===== src/rtl/fifo_arb_pkg.sv =====
// Shared types and width helpers for the async-FIFO write-port round-robin arbiter.
package fifo_arb_pkg;

    typedef enum logic {
        IDLE  = 1'b0,
        BURST = 1'b1
    } arb_state_e;

    localparam int NUM_REQ_DEF    = 4;
    localparam int DATA_WIDTH_DEF = 8;
    localparam int MAX_BURST_DEF  = 4;

    function automatic int id_w(input int n);
        return (n > 1) ? $clog2(n) : 1;
    endfunction

    function automatic int cnt_w(input int m);
        return $clog2(m + 1);
    endfunction

endpackage


===== src/rtl/rr_priority_picker.sv =====
// Combinational round-robin picker: first requester at or above last_winner+1, wrapping.
import fifo_arb_pkg::*;

module rr_priority_picker #(
    parameter int NUM_REQ = NUM_REQ_DEF,
    parameter int ID_W    = id_w(NUM_REQ)
) (
    input  logic [NUM_REQ-1:0] req_i,
    input  logic [ID_W-1:0]    last_winner_i,
    output logic [ID_W-1:0]    winner_o,
    output logic               any_req_o
);

    logic [2*NUM_REQ-1:0] dbl;
    logic [2*NUM_REQ-1:0] masked;
    logic                 found;
    int                   start;

    // The upper copy is never masked, so a wrapped search always finds a set bit.
    always_comb begin
        start     = (int'(last_winner_i) >= NUM_REQ - 1) ? 0 : int'(last_winner_i) + 1;
        dbl       = {req_i, req_i};
        masked    = '0;
        winner_o  = '0;
        found     = 1'b0;
        any_req_o = |req_i;
        for (int i = 0; i < 2 * NUM_REQ; i++) begin
            masked[i] = dbl[i] && (i >= start);
        end
        for (int i = 0; i < 2 * NUM_REQ; i++) begin
            if (masked[i] && !found) begin
                found    = 1'b1;
                winner_o = ID_W'(i % NUM_REQ);
            end
        end
    end

endmodule


===== src/rtl/fifo_wr_rr_arbiter.sv =====
// Burst round-robin arbiter sharing one async-FIFO write port among NUM_REQ streams.
import fifo_arb_pkg::*;

module fifo_wr_rr_arbiter #(
    parameter  int NUM_REQ    = NUM_REQ_DEF,
    parameter  int DATA_WIDTH = DATA_WIDTH_DEF,
    parameter  int MAX_BURST  = MAX_BURST_DEF,
    localparam int ID_W       = id_w(NUM_REQ),
    localparam int CNT_W      = cnt_w(MAX_BURST)
) (
    input  logic                          clk_i,
    input  logic                          rst_ni,
    input  logic [NUM_REQ-1:0]            req_valid_i,
    input  logic [NUM_REQ-1:0]            req_last_i,
    input  logic [NUM_REQ*DATA_WIDTH-1:0] req_data_i,
    output logic [NUM_REQ-1:0]            req_ready_o,
    output logic                          fifo_we_o,
    output logic [DATA_WIDTH-1:0]         fifo_din_o,
    input  logic                          fifo_wrdy_i,
    output logic                          gnt_valid_o,
    output logic [ID_W-1:0]               gnt_id_o,
    output logic [CNT_W-1:0]              busy_cnt_o
);

    arb_state_e      state_q, state_d;
    logic [ID_W-1:0] gnt_id_q, gnt_id_d;
    logic [ID_W-1:0] last_q, last_d;
    logic [CNT_W-1:0] cnt_q, cnt_d;
    logic [CNT_W-1:0] cnt_inc;

    logic [ID_W-1:0]       winner;
    logic                  any_req;
    logic                  in_burst, g_valid, g_last, xfer;
    logic [DATA_WIDTH-1:0] g_data;

    rr_priority_picker #(
        .NUM_REQ (NUM_REQ),
        .ID_W    (ID_W)
    ) u_pick (
        .req_i         (req_valid_i),
        .last_winner_i (last_q),
        .winner_o      (winner),
        .any_req_o     (any_req)
    );

    always_comb begin
        in_burst = (state_q == BURST);
        g_valid  = req_valid_i[gnt_id_q];
        g_last   = req_last_i[gnt_id_q];
        g_data   = req_data_i[gnt_id_q*DATA_WIDTH +: DATA_WIDTH];
        xfer     = in_burst && g_valid && fifo_wrdy_i;
        cnt_inc  = cnt_q + 1'b1;

        req_ready_o = '0;
        if (in_burst) req_ready_o[gnt_id_q] = fifo_wrdy_i;
        fifo_we_o   = xfer;
        fifo_din_o  = in_burst ? g_data : '0;
        gnt_valid_o = in_burst;
        gnt_id_o    = gnt_id_q;
        busy_cnt_o  = cnt_q;
    end

    // The count is kept after a burst ends so the final beat count stays visible.
    always_comb begin
        state_d  = state_q;
        gnt_id_d = gnt_id_q;
        last_d   = last_q;
        cnt_d    = cnt_q;
        case (state_q)
            IDLE: begin
                if (any_req) begin
                    state_d  = BURST;
                    gnt_id_d = winner;
                    last_d   = winner;
                    cnt_d    = '0;
                end
            end
            BURST: begin
                if (!g_valid) begin
                    state_d = IDLE;
                end else if (fifo_wrdy_i) begin
                    cnt_d = cnt_inc;
                    if (g_last || cnt_inc == CNT_W'(MAX_BURST)) state_d = IDLE;
                end
            end
            default: state_d = IDLE;
        endcase
    end

    always_ff @(posedge clk_i or negedge rst_ni) begin
        if (!rst_ni) begin
            state_q  <= IDLE;
            gnt_id_q <= '0;
            last_q   <= ID_W'(NUM_REQ - 1);
            cnt_q    <= '0;
        end else begin
            state_q  <= state_d;
            gnt_id_q <= gnt_id_d;
            last_q   <= last_d;
            cnt_q    <= cnt_d;
        end
    end

endmodule


===== config.mk =====
export PLATFORM = sky130hd
export DESIGN_NAME = fifo_wr_rr_arbiter
export DESIGN_NICKNAME = d
export VERILOG_FILES = /design/src/rtl/fifo_arb_pkg.sv /design/src/rtl/rr_priority_picker.sv /design/src/rtl/fifo_wr_rr_arbiter.sv
export SDC_FILE = /design/constraint.sdc
export NUM_CORES = 1
export LEC_CHECK = 0
export BUFFER_PORTS_ARGS = -buffer_cell sky130_fd_sc_hd__buf_2
export CAP_MARGIN = 30
export CORE_MARGIN = 10
export CORE_UTILIZATION = 40
export CTS_CLUSTER_DIAMETER = 200
export DETAILED_ROUTE_END_ITERATION = 7
export PLACE_DENSITY = 0.8
export RECOVER_POWER = 25
export SLEW_MARGIN = 40
export SYNTH_ARGS = -nofsm -noshare
export SYNTH_HDL_FRONTEND = slang
export SYNTH_SLANG_ARGS = --single-unit

===== constraint.sdc =====
create_clock -name clk_i -period 1.8 [get_ports clk_i]
set_input_delay 0.27 -clock clk_i [delete_from_list [all_inputs] [get_ports clk_i]]
set_output_delay 0.27 -clock clk_i [all_outputs]
set_load 0.03 [all_outputs]

==> flow_summary.ini <==
[critical_path]
worstPathRequired_ps = 1530
start_kind = register
crit_path_end_kind = primary output
timing.rr.start = gnt_id_o[0]
crit_arrival_ps = 1630
critPathLaunch = gnt_id_o[0]
path_max_fanout = 5
worstSetupPathType = register to primary output

[final_layout]
post-route-cell-area_um2 = 1320
fin_cells = 177
nets = 198
fillers = 163
antennaDiodeCount = 0
fin_util = 0.664
final_layout_size_suffix_gt1_frac = 0.613
multiInputGateArea_um2 = 599
layout-area-overhead-vs-synth_pct = 57.3
final-seq-area_um2 = 204

[synth]
syn_inst = 82
ys.warnings.count = 0
syn_area_um2 = 836
synth.avg_cell_area_um2 = 10.2
async_reset_ff_frac = 1.00
synth_area_leaders = dfrtp_1 (18%), mux4_2 (13%), mux4_1 (9.4%), dfstp_2 (6.3%), and2_1 (6.0%)
yosysSeqAreaShare = 0.243
synth_top_area_share = 0.180
synth.ff_latch_count = 8
synth_top_area_cell = dfrtp_1
synth-main-ff-cell = dfrtp_1
syn-num-nets = 129
yosysUniqueCellTypes = 30
synth_edf_count = 0

[timing]
finalSetupTns_ps = -876
slew_headroom = 0.687
fin_skew_ps = 6.37
rsz0062_at_grt = yes
fin_crit_ps = 1900
report.final.hold_viol_count = 0
slew_viol_final = 0
setup_slack_ps = -104
max_freq_mhz = 525
worst_pin_slew_ps = 469
setup_viol = 11
finalCritPeriodShare = 1.06

[status]
status = finished with violations
violations = negative setup slack

[drt]
vias_per_cell = 5.46
drt_iter0_markers = 61
ant_nets = 0
routed_wl_mm = 3.19
drtPass1Iterations = 4
avgRoutedWirePerCell_um = 18.0
vias = 966
drc = 0

[global_route]
grt_max_degree = 15
grt_pass1_wl_mm = 4.97
antenna_found_initial = 0
grt_usage = 0.143
grt_overflow = 0
grt_pass1_vias = 1018

[power_and_ir_drop]
ir_drop_uv = 937
power_density_nw_per_um2 = 1770
p_leak_nw = 0.652

[cts]
clkLatencyLatePin_ps = 270
ctsHtreeMaxLevel = 1
cts-root-buf = clkbuf_4
cts_max_path_buffers = 2
clk_pin_slew_worst_paths_ps = 70
clock_sinks = 8
cts_buffers = 3
cts_tree = yes

[die]
fp.dieW_um = 65.7
die_h_um = 65.7
dieArea_um2 = 4320
ios = 62
core_area_um2 = 1980
start_util = 0.422
core.rowCount = 16

[placement]
port_buffers = 61
pre_cts_ws_ps = 99.6
dp_hpwl_mm = 2.44
place_area_um2 = 1170
place.gp.congestion = 0.873
placed_cells = 169

[worst_hold_path]
hold_class = primary input to register
hp-start = req_valid_i[1]

[flow_run]
cap_violations = 0
logic make-up (layout without fill, tap and decap cells):
| kind of cell | Yosys count | after routing | share of synthesized area |
|---|---|---|---|
| and+or+nand+nor | 33 | 33 | 0.214 |
| AOI/OAI and AO/OA | 17 | 17 | 0.142 |
| muxes | 13 | 13 | 0.290 |
| DFF | 8 | 8 | 0.243 |
| buffers and inverters | 7 | 75 | 0.0509 |
| adders and majority gates | 4 | 4 | 0.0599 |
cell usage in the layout, fill, tap and decap left out, types with 2 or more instances in the layout:
master,Yosys,final
o21ai_1,2,2
and2_4,0,8
mux2i_1,4,4
clkbuf_1,1,2
buf_2,1,49
inv_1,3,3
dfstp_2,2,2
mux4_2,5,8
buf_6,2,11
ha_1,4,4
dfrtp_1,6,5
nand2_1,10,10
buf_4,0,5
nor2b_1,5,5
clkbuf_4,0,3
nor2_1,6,6
o21ai_0,6,6
layer usage:
layer	part of all wire	global-route usage
met1	0.38	0.150
met2	0.49	0.258
met5	0	0
met3	0.12	0.0492
met4	0.0063	0.0481
synth_stat cells, types with 2 or more instances:
master / instances
nand2_1: 10
and2_1: 8
dfrtp_1: 6
nor2_1: 6
o21ai_0: 6
mux4_2: 5
nor2b_1: 5
ha_1: 4
mux2i_1: 4
inv_1: 3
mux4_1: 3
buf_6: 2
dfstp_2: 2
o21ai_1: 2
flip-flops by register name, indices dropped and copies added (netlist names):
signal,flops
busy_cnt_o,3
gnt_id_o,2
last_q,2
gnt_valid_o,1
path summary, 6_finish.rpt:
kind,endpoint,slack (ps),depth (start not counted)
setup / recovery,fifo_din_o[6],-100,4
hold / removal,gnt_id_o[0],360,3
setup reg to reg,busy_cnt_o[0],180,7
hold reg to reg,last_q[1],480,2
max in group asynchronous,last_q[0],990,2
min in group asynchronous,busy_cnt_o[0],470,2
where the power goes:
group	internal [mW]	switching, mW	total, mW
clock network	0.0856	0.0775	0.163
registers	0.277	0.119	0.396
logic	0.866	0.905	1.77
total	1.23	1.10	2.33
final cells by class:
| cell class | instances | area share |
|---|---|---|
| Tap cell | 27 | 0.0257 |
| Sequential cell | 8 | 0.155 |
| Clock buffer | 4 | 0.0200 |
| Inverter | 3 | 0.00856 |
| Timing Repair Buffer | 68 | 0.335 |
| Multi-Input combinational cell | 67 | 0.456 |
stage by stage:
stage	power (mW)	hold slack, ps
after floorplan	1.44	-25.6
after global placement	1.76	120
after detailed placement	1.79	126
after CTS	2.32	363
after global routing	2.48	379
final	2.33	361
critical path, cell delays in order (launching register included):
cell and delay (ps):
dfrtp_2 420, buf_6 140, mux4_2 500, and2_4 170
buf_6 130
timing repair:
action | in CTS | in global routing
setup buffers | 3 | 0
resized for setup | 34 | 0
hold endpoints to repair | 6 | 0
setup endpoints to repair | 11 | 11
hold buffers | 1 | 0
Power figures use the tool's default switching activity.
